**src/rtl/sc_ctrl_pkg.sv**
```systemverilog
// Shared definitions for the sc_ctrl scheduler: FSM state encoding, counter
// width/limit and a target legality helper.
package sc_ctrl_pkg;
   localparam int SC_W = 3;
   localparam logic [SC_W-1:0] SC_MAX = 3'd5;

   typedef enum logic [1:0] {
      ST_IDLE  = 2'd0,
      ST_COUNT = 2'd1,
      ST_DONE  = 2'd2,
      ST_ERR   = 2'd3
   } state_t;

   // A target is usable only if sc can actually reach it (1..SC_MAX).
   function automatic logic tgt_legal(input logic [SC_W-1:0] t);
      return (t != '0) && (t <= SC_MAX);
   endfunction
endpackage

```
**src/rtl/sc_ctrl_if.sv**
```systemverilog
// Bundle between sc_ctrl and its surroundings.
//   req/target : requester side, driven by the requesters
//   gnt/done/busy/err : status back to requesters
//   cnt_in/cnt_err : observed from sc; ctr_rst : drives sc
// master = requesters + sc side, slave = sc_ctrl.
interface sc_ctrl_if import sc_ctrl_pkg::*; #(parameter int N_REQ = 4);
   logic [N_REQ-1:0]      req;
   logic [SC_W*N_REQ-1:0] target;
   logic [SC_W-1:0]       cnt_in;
   logic                  cnt_err;
   logic                  ctr_rst;
   logic [N_REQ-1:0]      gnt;
   logic                  done;
   logic                  busy;
   logic                  err;

   modport master (output req, target, cnt_in, cnt_err,
                   input  ctr_rst, gnt, done, busy, err);
   modport slave  (input  req, target, cnt_in, cnt_err,
                   output ctr_rst, gnt, done, busy, err);
endinterface

```
**src/rtl/sc_ctrl_rr_arb.sv**
```systemverilog
// Combinational round-robin picker.
//   req     : request vector
//   ptr     : index with highest priority this round
//   win     : one-hot winner (zero if no request)
//   win_idx : binary index of the winner
module sc_ctrl_rr_arb #(
   parameter int N_REQ = 4,
   localparam int IDX_W = $clog2(N_REQ)
) (
   input  logic [N_REQ-1:0] req,
   input  logic [IDX_W-1:0] ptr,
   output logic [N_REQ-1:0] win,
   output logic [IDX_W-1:0] win_idx
);
   int j;

   // Scan from the farthest offset back toward ptr so that the closest
   // requester (in ptr, ptr+1, ... order) is the last one written.
   always_comb begin
      win     = '0;
      win_idx = '0;
      j       = 0;
      for (int k = N_REQ - 1; k >= 0; k--) begin
         j = int'(ptr) + k;
         if (j >= N_REQ) j = j - N_REQ;
         if (req[IDX_W'(j)]) begin
            win              = '0;
            win[IDX_W'(j)]   = 1'b1;
            win_idx          = IDX_W'(j);
         end
      end
   end
endmodule

```
**src/rtl/sc_ctrl.sv**
```systemverilog
// Round-robin sequencer for one shared saturating counter sc.
//   clk, rst : clock, synchronous active-high reset
//   bus      : sc_ctrl_if slave (req/target in, gnt/done/busy/err out,
//              cnt_in/cnt_err from sc, ctr_rst to sc)
// One session per grant: sc is held cleared outside COUNT, released in COUNT,
// and the session ends on cnt_in==tgt (DONE), on requester abort (IDLE), or
// on watchdog / sc error (ERR, absorbing until rst).
module sc_ctrl import sc_ctrl_pkg::*; #(
   parameter int N_REQ    = 4,
   parameter int WD_LIMIT = 7
) (
   input logic     clk,
   input logic     rst,
   sc_ctrl_if.slave bus
);
   localparam int IDX_W = $clog2(N_REQ);
   localparam int WD_W  = $clog2(WD_LIMIT + 1);

   state_t                      state_q, state_d;
   logic [N_REQ-1:0]            gnt_q, gnt_d;
   logic [SC_W-1:0]             tgt_q, tgt_d;
   logic [IDX_W-1:0]            ptr_q, ptr_d;
   logic [WD_W-1:0]             wd_q, wd_d;

   logic [N_REQ-1:0]            win;
   logic [IDX_W-1:0]            win_idx;
   logic [N_REQ-1:0][SC_W-1:0]  tgt_arr;

   assign tgt_arr = bus.target;

   sc_ctrl_rr_arb #(.N_REQ(N_REQ)) u_rr_arb (
      .req     (bus.req),
      .ptr     (ptr_q),
      .win     (win),
      .win_idx (win_idx)
   );

   always_ff @(posedge clk) begin
      if (rst) begin
         state_q <= ST_IDLE;
         gnt_q   <= '0;
         tgt_q   <= '0;
         ptr_q   <= '0;
         wd_q    <= '0;
      end else begin
         state_q <= state_d;
         gnt_q   <= gnt_d;
         tgt_q   <= tgt_d;
         ptr_q   <= ptr_d;
         wd_q    <= wd_d;
      end
   end

   always_comb begin
      state_d = state_q;
      gnt_d   = gnt_q;
      tgt_d   = tgt_q;
      ptr_d   = ptr_q;
      wd_d    = wd_q;
      unique case (state_q)
         ST_IDLE: begin
            if (|bus.req) begin
               tgt_d = tgt_arr[win_idx];
               ptr_d = (win_idx == IDX_W'(N_REQ - 1)) ? '0 : win_idx + IDX_W'(1);
               if (tgt_legal(tgt_arr[win_idx])) begin
                  state_d = ST_COUNT;
                  gnt_d   = win;
                  wd_d    = '0;
               end else begin
                  state_d = ST_ERR;
               end
            end
         end
         ST_COUNT: begin
            // wd holds COUNT cycles already elapsed, so the WD_LIMIT-th
            // cycle without a match is the last one before ERR.
            wd_d = wd_q + WD_W'(1);
            if ((bus.req & gnt_q) == '0) begin
               state_d = ST_IDLE;
               gnt_d   = '0;
            end else if (bus.cnt_in == tgt_q) begin
               state_d = ST_DONE;
            end else if (wd_q == WD_W'(WD_LIMIT - 1)) begin
               state_d = ST_ERR;
               gnt_d   = '0;
            end
         end
         ST_DONE: begin
            state_d = ST_IDLE;
            gnt_d   = '0;
         end
         default: begin
            gnt_d = '0;
         end
      endcase
      // sc error overrides every other decision.
      if (bus.cnt_err) begin
         state_d = ST_ERR;
         gnt_d   = '0;
      end
   end

   assign bus.gnt     = gnt_q;
   assign bus.done    = (state_q == ST_DONE);
   assign bus.busy    = (state_q == ST_COUNT) || (state_q == ST_DONE);
   assign bus.err     = (state_q == ST_ERR);
   assign bus.ctr_rst = (state_q != ST_COUNT);
endmodule
```
**src/flat_wrapper.sv**
```systemverilog
// flat-port wrapper written by rule: the top's interface ports become plain ports
module sc_ctrl_flat import sc_ctrl_pkg::*;
#(
   parameter int N_REQ    = 4,
   parameter int WD_LIMIT = 7
)
  (clk, rst, bus_req, bus_target, bus_cnt_in, bus_cnt_err, bus_ctr_rst, bus_gnt, bus_done, bus_busy, bus_err);
  sc_ctrl_if #(.N_REQ(N_REQ)) bus_i ();
  input logic clk;
  input logic rst;
  input wire logic [$bits(bus_i.req)-1:0] bus_req;
  input wire logic [$bits(bus_i.target)-1:0] bus_target;
  input wire logic [$bits(bus_i.cnt_in)-1:0] bus_cnt_in;
  input wire logic [$bits(bus_i.cnt_err)-1:0] bus_cnt_err;
  output wire logic [$bits(bus_i.ctr_rst)-1:0] bus_ctr_rst;
  output wire logic [$bits(bus_i.gnt)-1:0] bus_gnt;
  output wire logic [$bits(bus_i.done)-1:0] bus_done;
  output wire logic [$bits(bus_i.busy)-1:0] bus_busy;
  output wire logic [$bits(bus_i.err)-1:0] bus_err;
  assign bus_i.req = bus_req;
  assign bus_i.target = bus_target;
  assign bus_i.cnt_in = bus_cnt_in;
  assign bus_i.cnt_err = bus_cnt_err;
  assign bus_ctr_rst = bus_i.ctr_rst;
  assign bus_gnt = bus_i.gnt;
  assign bus_done = bus_i.done;
  assign bus_busy = bus_i.busy;
  assign bus_err = bus_i.err;
  sc_ctrl #(.N_REQ(N_REQ), .WD_LIMIT(WD_LIMIT)) u_core (.clk(clk), .rst(rst), .bus(bus_i));
endmodule
```
**config.mk**
```make
export PLATFORM = sky130hd
export DESIGN_NAME = sc_ctrl_flat
export DESIGN_NICKNAME = d
export VERILOG_FILES = /design/src/rtl/sc_ctrl_pkg.sv /design/src/rtl/sc_ctrl_if.sv /design/src/rtl/sc_ctrl_rr_arb.sv /design/src/rtl/sc_ctrl.sv /design/src/flat_wrapper.sv
export SDC_FILE = /design/constraint.sdc
export NUM_CORES = 1
export LEC_CHECK = 0
export BUFFER_PORTS_ARGS = -buffer_cell sky130_fd_sc_hd__buf_2
export CORE_ASPECT_RATIO = 1.2
export CORE_MARGIN = 2
export CORE_UTILIZATION = 59
export CTS_CLUSTER_SIZE = 8
export DETAILED_ROUTE_END_ITERATION = 8
export PLACE_DENSITY_LB_ADDON = 0.08
export SYNTH_ARGS = -nofsm -noshare
export SYNTH_HDL_FRONTEND = slang
export SYNTH_HIERARCHICAL = 1
export SYNTH_SLANG_ARGS = --single-unit
export TNS_END_PERCENT = 30
```
**constraint.sdc**
```tcl
create_clock -name clk -period 8.78 [get_ports clk]
set_input_delay 0.878 -clock clk [delete_from_list [all_inputs] [get_ports clk]]
set_output_delay 0.878 -clock clk [all_outputs]
set_load 0.02 [all_outputs]
```
# Word level (Yosys, flattened, before mapping)
# Cells that the tools add are included.
[op_classes]
add_sub_neg = 9
n_bitwise = 1
eq_ne = 13
order_cmp = 14
mux = 51
reduce_logical = 17
[ops]
columns = ["cell", "n"]
rows = [
  ["two-way mux 4 bit", 9],
  ["two-way mux 2 bit", 15],
  ["< comparator 2 x 4 -> 1 bit, second input constant", 4],
  ["two-way mux 1 bit", 12],
  [">= comparator 3 bit, second input constant", 3],
  ["two-way mux 3 bit", 3],
  ["binary-select mux 1 bit (select 2 bit)", 4],
  ["demux 1 bit (select 2 bit)", 4],
  [">= comparator 2 x 1 -> 1 bit, second input constant", 4],
  ["case mux 4 bit (2 select lines)", 1],
  ["subtractor 2 x 1 -> 2 bit, second input constant", 4],
  ["adder 2 x 2 -> 3 bit, second input constant", 2],
  ["binary-select mux 3 bit (select 2 bit)", 1],
  ["== test 2 bit, second input constant", 3],
  ["!= test 2 x 1 -> 1 bit, second input constant", 3],
  ["!= test 3 x 2 -> 1 bit, second input constant", 2],
  ["case mux 2 bit (3 select lines)", 1],
  ["case mux 3 bit (2 select lines)", 1],
  ["AND reduction 3 bit", 2],
  ["logical AND 1 bit", 5],
  ["!= test 5 x 2 -> 1 bit, second input constant", 1],
  ["bitwise AND 4 bit", 1],
  ["zero test 4 bit", 1],
  ["AND reduction 4 bit", 1],
  ["18 further kinds", 18],
]
[word_totals]
register_bits = 14
output_inout_bits = 8
wordCells = 110

# Depth between registers and ports, before layout
[depth]
ltp_word = 18
depth_mapped = 12
depth_no_buf = 10

# Hierarchy
# The synthesis kept the hierarchy.
[by_module_without_submodules]
columns = ["mod", "seq_area_each_um2", "n_inst", "cells_each", "area_each_um2"]
rows = [
  ["sc_ctrl", 280.3, 1, 91, 894.6],
  ["sc_ctrl_rr_arb", 0.0, 1, 74, 595.6],
]

# Worst setup path after synthesis
# Ideal clock, no wire load.
[synth_path]
kind = "input to register"
from = "input bus_req[0]"
to = "register u_core.wd_q[2]"
required_ns = 8.710
setup_ns = 0.070
t_arrival_ns = 3.936
stages = 9
path_buffers = 1
path_slack_ns = 4.774
path_cell_list = "buf_6 > mux4_2 > nor4b_1 > nor4_1 > mux4_2 > or3_4 > a211o_1 > o21ai_2 > o2bb2ai_1"
[synth_between]
elab_chain_cells = 13
word_cells_on_any_way = 25
classes_between = "order compare: 1; eq/ne: 2; mux: 18; reduce/logical: 4"
[synth_rtl]
columns = ["item", "line", "text"]
rows = [
  ["from (decl)", "flat_wrapper.sv:11", "input wire logic [$bits(bus_i.req)-1:0] bus_req;"],
  ["binary-select mux 1 bit (select 2 bit)", "sc_ctrl_rr_arb.sv:26", "if (req[IDX_W'(j)]) begin"],
  ["two-way mux 1 bit (implied by the code) (2 in series)", "sc_ctrl_rr_arb.sv:26", ""],
  ["two-way mux 2 bit (3 in series)", "sc_ctrl_rr_arb.sv:26", ""],
  ["two-way mux 2 bit *", "sc_ctrl_rr_arb.sv:26", ""],
  ["net u_core.win_idx[0]", "sc_ctrl.sv:26", "logic [IDX_W-1:0] win_idx;"],
  ["binary-select mux 3 bit (select 2 bit) *", "sc_ctrl.sv:65", "if (tgt_legal(tgt_arr[win_idx])) begin"],
  ["two-way mux 3 bit (implied by the code) *", "sc_ctrl.sv:65", ""],
  ["less-or-equal comparator 3 bit or nonzero test 3 bit (tied branches)", "sc_ctrl_pkg.sv:16", "return (t != '0) && (t <= SC_MAX);"],
  ["logical AND 1 bit *", "sc_ctrl_pkg.sv:16", ""],
  ["!= test 2 x 1 -> 1 bit (no source line) *", "-", ""],
  ["AND reduction 3 bit (no source line) *", "-", ""],
  ["to (signal assigned)", "sc_ctrl.sv:50", "wd_q <= wd_d;"],
  ["to (decl)", "sc_ctrl.sv:23", "logic [WD_W-1:0] wd_q, wd_d;"],
]
# Mark *: on every way through the listed nets, which the timed path passes. The rest lies on a longest branch. The select of a mux whose other input is x is not followed.
# A chain may end at the register's enable or synchronous reset.

# Worst setup path after layout
[layout_path]
from = "register u_core.ptr_q[0]"
to = "register u_core.wd_q[2]"
[layout_between]
elab_chain_cells = 16
word_cells_on_any_way = 38
classes_between = "add/sub: 7; order compare: 5; eq/ne: 1; mux: 22; reduce/logical: 3"
[layout_rtl]
columns = ["item", "line", "text"]
rows = [
  ["from (decl)", "sc_ctrl.sv:22", "logic [IDX_W-1:0] ptr_q, ptr_d;"],
  ["from (signal assigned)", "sc_ctrl.sv:49", "ptr_q <= ptr_d;"],
  ["adder 2 x 2 -> 3 bit", "sc_ctrl_rr_arb.sv:24", "j = int'(ptr) + k;"],
  [">= comparator 3 bit or subtractor 2 x 1 -> 2 bit (tied branches)", "sc_ctrl_rr_arb.sv:25", "if (j >= N_REQ) j = j - N_REQ;"],
  ["two-way mux 2 bit", "sc_ctrl_rr_arb.sv:25", ""],
  ["binary-select mux 1 bit (select 2 bit)", "sc_ctrl_rr_arb.sv:26", ""],
  ["two-way mux 1 bit (implied by the code) (2 in series)", "sc_ctrl_rr_arb.sv:26", ""],
  ["two-way mux 2 bit (3 in series)", "sc_ctrl_rr_arb.sv:26", ""],
  ["two-way mux 2 bit *", "sc_ctrl_rr_arb.sv:26", ""],
  ["net u_core.win_idx[0]", "sc_ctrl.sv:26", ""],
  ["binary-select mux 3 bit (select 2 bit) *", "sc_ctrl.sv:65", ""],
  ["two-way mux 3 bit (implied by the code) *", "sc_ctrl.sv:65", ""],
  ["less-or-equal comparator 3 bit or nonzero test 3 bit (tied branches)", "sc_ctrl_pkg.sv:16", ""],
  ["logical AND 1 bit *", "sc_ctrl_pkg.sv:16", ""],
  ["!= test 2 x 1 -> 1 bit (no source line) *", "-", ""],
  ["AND reduction 3 bit (no source line) *", "-", ""],
]
# Marked as above.

==> qor.csv <==
stage,metric,value,unit
global_routing,grt_util_all_layers,0.255,
sta,relSlewSlack,0.257,
sta,max_freq,0.228,GHz
cells_and_area,fin_area,1640,µm²
pwr,p_per_area,222,nW/µm²
route,wl_met1,1400,µm
sta,fin_tns_setup,0,ns
clocking,numCtsBuffers,3,
route,drt-vias-per-instance,6.27,
route,drc,0,
yosys,synth_nets,202,
yosys,synth_edf_count,0,
clocking,clk_pin_slew_worst_paths,0.08,ns
sta,fin_hold_ws,0.490,ns
yosys,ys_ff_latch,14,
placed_design,pre_cts_ws,4.33,ns
floorplan,ios,30,
placed_design,dp_cells,217,
global_routing,grt-ovfl-total,0,
clocking,cts_resized,0,
yosys,ys_seq_area_frac,0.188,
floorplan,dieHeight,59.1,µm
floorplan,start_util,0.633,
pwr,p_total,0.365,mW
yosys,synthCells,165,
yosys,synth_area_per_cell,9.03,µm²
cells_and_area,area_delta_synth_final,10.2,%
placed_design,dpl.hpwl,2670,µm
cells_and_area,final_util,0.698,
yosys,async_reset_ff_frac,0,
pwr,peakVddDrop,0.152,mV
worst_setup_path,worstPathRequired,8.99,ns
global_routing,grt_pass1_vias,1331,
pwr,leakage,0.731,nW
cells_and_area,layoutNonFillerInstCount,221,
clocking,h-tree-depth,1,
yosys,synth.top_cell.area_share,0.188,
yosys,synth_area,1490,µm²
clocking,cts_tree,yes,
yosys,yosys.area.top_type,dfxtp_1,
route,routed_wirelength,3490,µm
global_routing,grt_pass1_wl,5870,µm
floorplan,row_count,19,
worst_setup_path,rrSetupSlack,4.39,ns
clocking,cts.sinks,14,
sta,fin_crit_sh,0.500,
cells_and_area,drive_above_1_share,0.258,
yosys,synthDistinctLibCells,49,
route,avgRoutedWirePerCell,15.8,µm
placed_design,port_buffers,29,
floorplan,die_area,2950,µm²
yosys,ys_warn_count,6,
route,met3WireLength,187,µm
sta,hold_viol,0,
worst_setup_path,crit_fanout,17,
sta,finalCriticalPeriod,4.39,ns
clocking,holdBufCountCts,0,
placed_design,gp_congestion,0.831,
global_routing,antenna_found_initial,0,
clocking,ctsRootBufferMaster,clkbuf_4,
sta,finalWorstSetupSlack,4.39,ns
sta,rsz0062_at_grt,no,
route,via_count,1385,
route,drtIter0Drc,42,
clocking,cts_buffer_depth,2,
placed_design,dpl_cell_area,1610,µm²
clocking,clk_latency,0.28,ns
worst_setup_path,cp-start-kind,register,
worst_hold_path,hp-class,register to register,
route,highest_layer,met4,
job,drv_cap,0,
sta,setup_viol,0,
global_routing,grt_max_degree,18,
route,met2_length,1850,µm
route,firstDrtPassIters,4,
sta,tightest_slew,1.10,ns
worst_setup_path,crit_type,register to register,
cells_and_area,nNetsFinal,228,
yosys,synthFlopType,dfxtp_1,
floorplan,chipWidth,49.9,µm
route,drtAntennaViolNets,0,
floorplan,core-area,2350,µm²
yosys,yosys-top-cells-area,"dfxtp_1, ha_1, mux2i_1",
cells_and_area,num_antenna_cells,0,
sta,maxSlewViolCount,0,
worst_setup_path,cp.arrival,4.60,ns
sta,fin_skew,0.00158,ns
run_status,status,finished clean,
worst_setup_path,cp-end-kind,register,
clocking,post_cts_buffers,0,
==> cell type report <==
type / count / area, µm²
clock buffer: 4 / 36.3
fill: 189 / 711
inverter: 10 / 37.5
multi-input combinational: 133 / 1100
sequential: 14 / 280
tap: 31 / 38.8
timing repair buffer: 29 / 145
==> power by group <==
part           internal (mW)  total [mW]  switching, mW
Sequential            0.0744      0.0933         0.0189
Combinational         0.0971       0.226          0.128
Clock                 0.0252      0.0460         0.0208
==> state kept, by name (all words and copies together) (netlist names) <==
name,flops
u_core/bus.gnt,4
u_core/tgt_q,3
u_core/wd_q,3
u_core/ptr_q,2
u_core/state_q,2
==> synth_stat cells (2+ instances only) <==
cell type	number
o221ai_1	2
nor3_1	4
o22ai_1	3
a22oi_1	4
mux2i_1	12
clkbuf_1	2
mux4_2	5
nand2b_1	4
o21ai_1	2
nor4b_1	2
buf_6	2
nand3_1	5
mux2_2	3
o31a_1	2
nor4_1	4
nor2_1	12
nand2_1	12
a22o_1	2
a211o_1	2
ha_1	15
buf_2	2
clkbuf_8	2
dfxtp_1	14
o2bb2ai_1	2
a21o_1	3
inv_1	10
xor2_1	3
a21oi_1	9
==> metal layers <==
layer / vias to the layer above / GRT usage
met5: - / 0
met4: 0 / 0.111
met3: 6 / 0.0303
met2: 51 / 0.465
met1: 652 / 0.302
li1: 676 / -
==> logic make-up after synthesis <==
group	count (synthesis)	synth area share
buffers and inverters	18	0.0705
DFF	14	0.188
AOI/OAI and AO/OA	44	0.238
xor gates and xnor gates	3	0.0176
adders and majority gates	15	0.126
and+or+nand+nor	51	0.181
muxes	20	0.179
==> cell usage in the layout (no fill, tap or decap), drive strengths merged, types with 2 or more instances in the layout <==
| master | instances |
|---|---|
| buf | 29 |
| nand2 | 12 |
| o221ai | 2 |
| o22ai | 3 |
| nor3 | 4 |
| o41ai | 2 |
| clkbuf | 4 |
| nor2 | 12 |
| nor4b | 2 |
| a22oi | 5 |
| a21oi | 9 |
| nand2b | 4 |
| inv | 10 |
| a21o | 3 |
| mux2 | 3 |
| ha | 15 |
| nand3 | 5 |
| xor2 | 3 |
| o31a | 2 |
| o2bb2ai | 2 |
| a22o | 2 |
| nor2b | 2 |
| dfxtp | 14 |
| mux2i | 12 |
| nor4 | 4 |
| o21ai | 4 |
| a211o | 2 |
| mux4 | 5 |
==> critical path, cell delays in order (launching register included) <==
cell and delay [ns]:
dfxtp_1 0.70, inv_1 0.31, ha_1 0.61, or4_1 0.18
a21oi_1 0.06, nor4_1 0.85, mux4_2 0.68, or3_4 0.43
a211o_1 0.32, o21ai_2 0.07, o2bb2ai_1 0.11
==> final timing paths <==
| kind | startpoint | endpoint | cells past startpoint |
|---|---|---|---|
| hold reg to reg | u_core/bus.gnt[3] | u_core/bus.gnt[3] | 2 |
| setup reg to reg | u_core/ptr_q[0] | u_core/wd_q[2] | 10 |
| setup / recovery | u_core/ptr_q[0] | u_core/wd_q[2] | 10 |
| hold / removal | u_core/bus.gnt[3] | u_core/bus.gnt[3] | 2 |
Note: power is estimated with default switching activity, not from simulation.
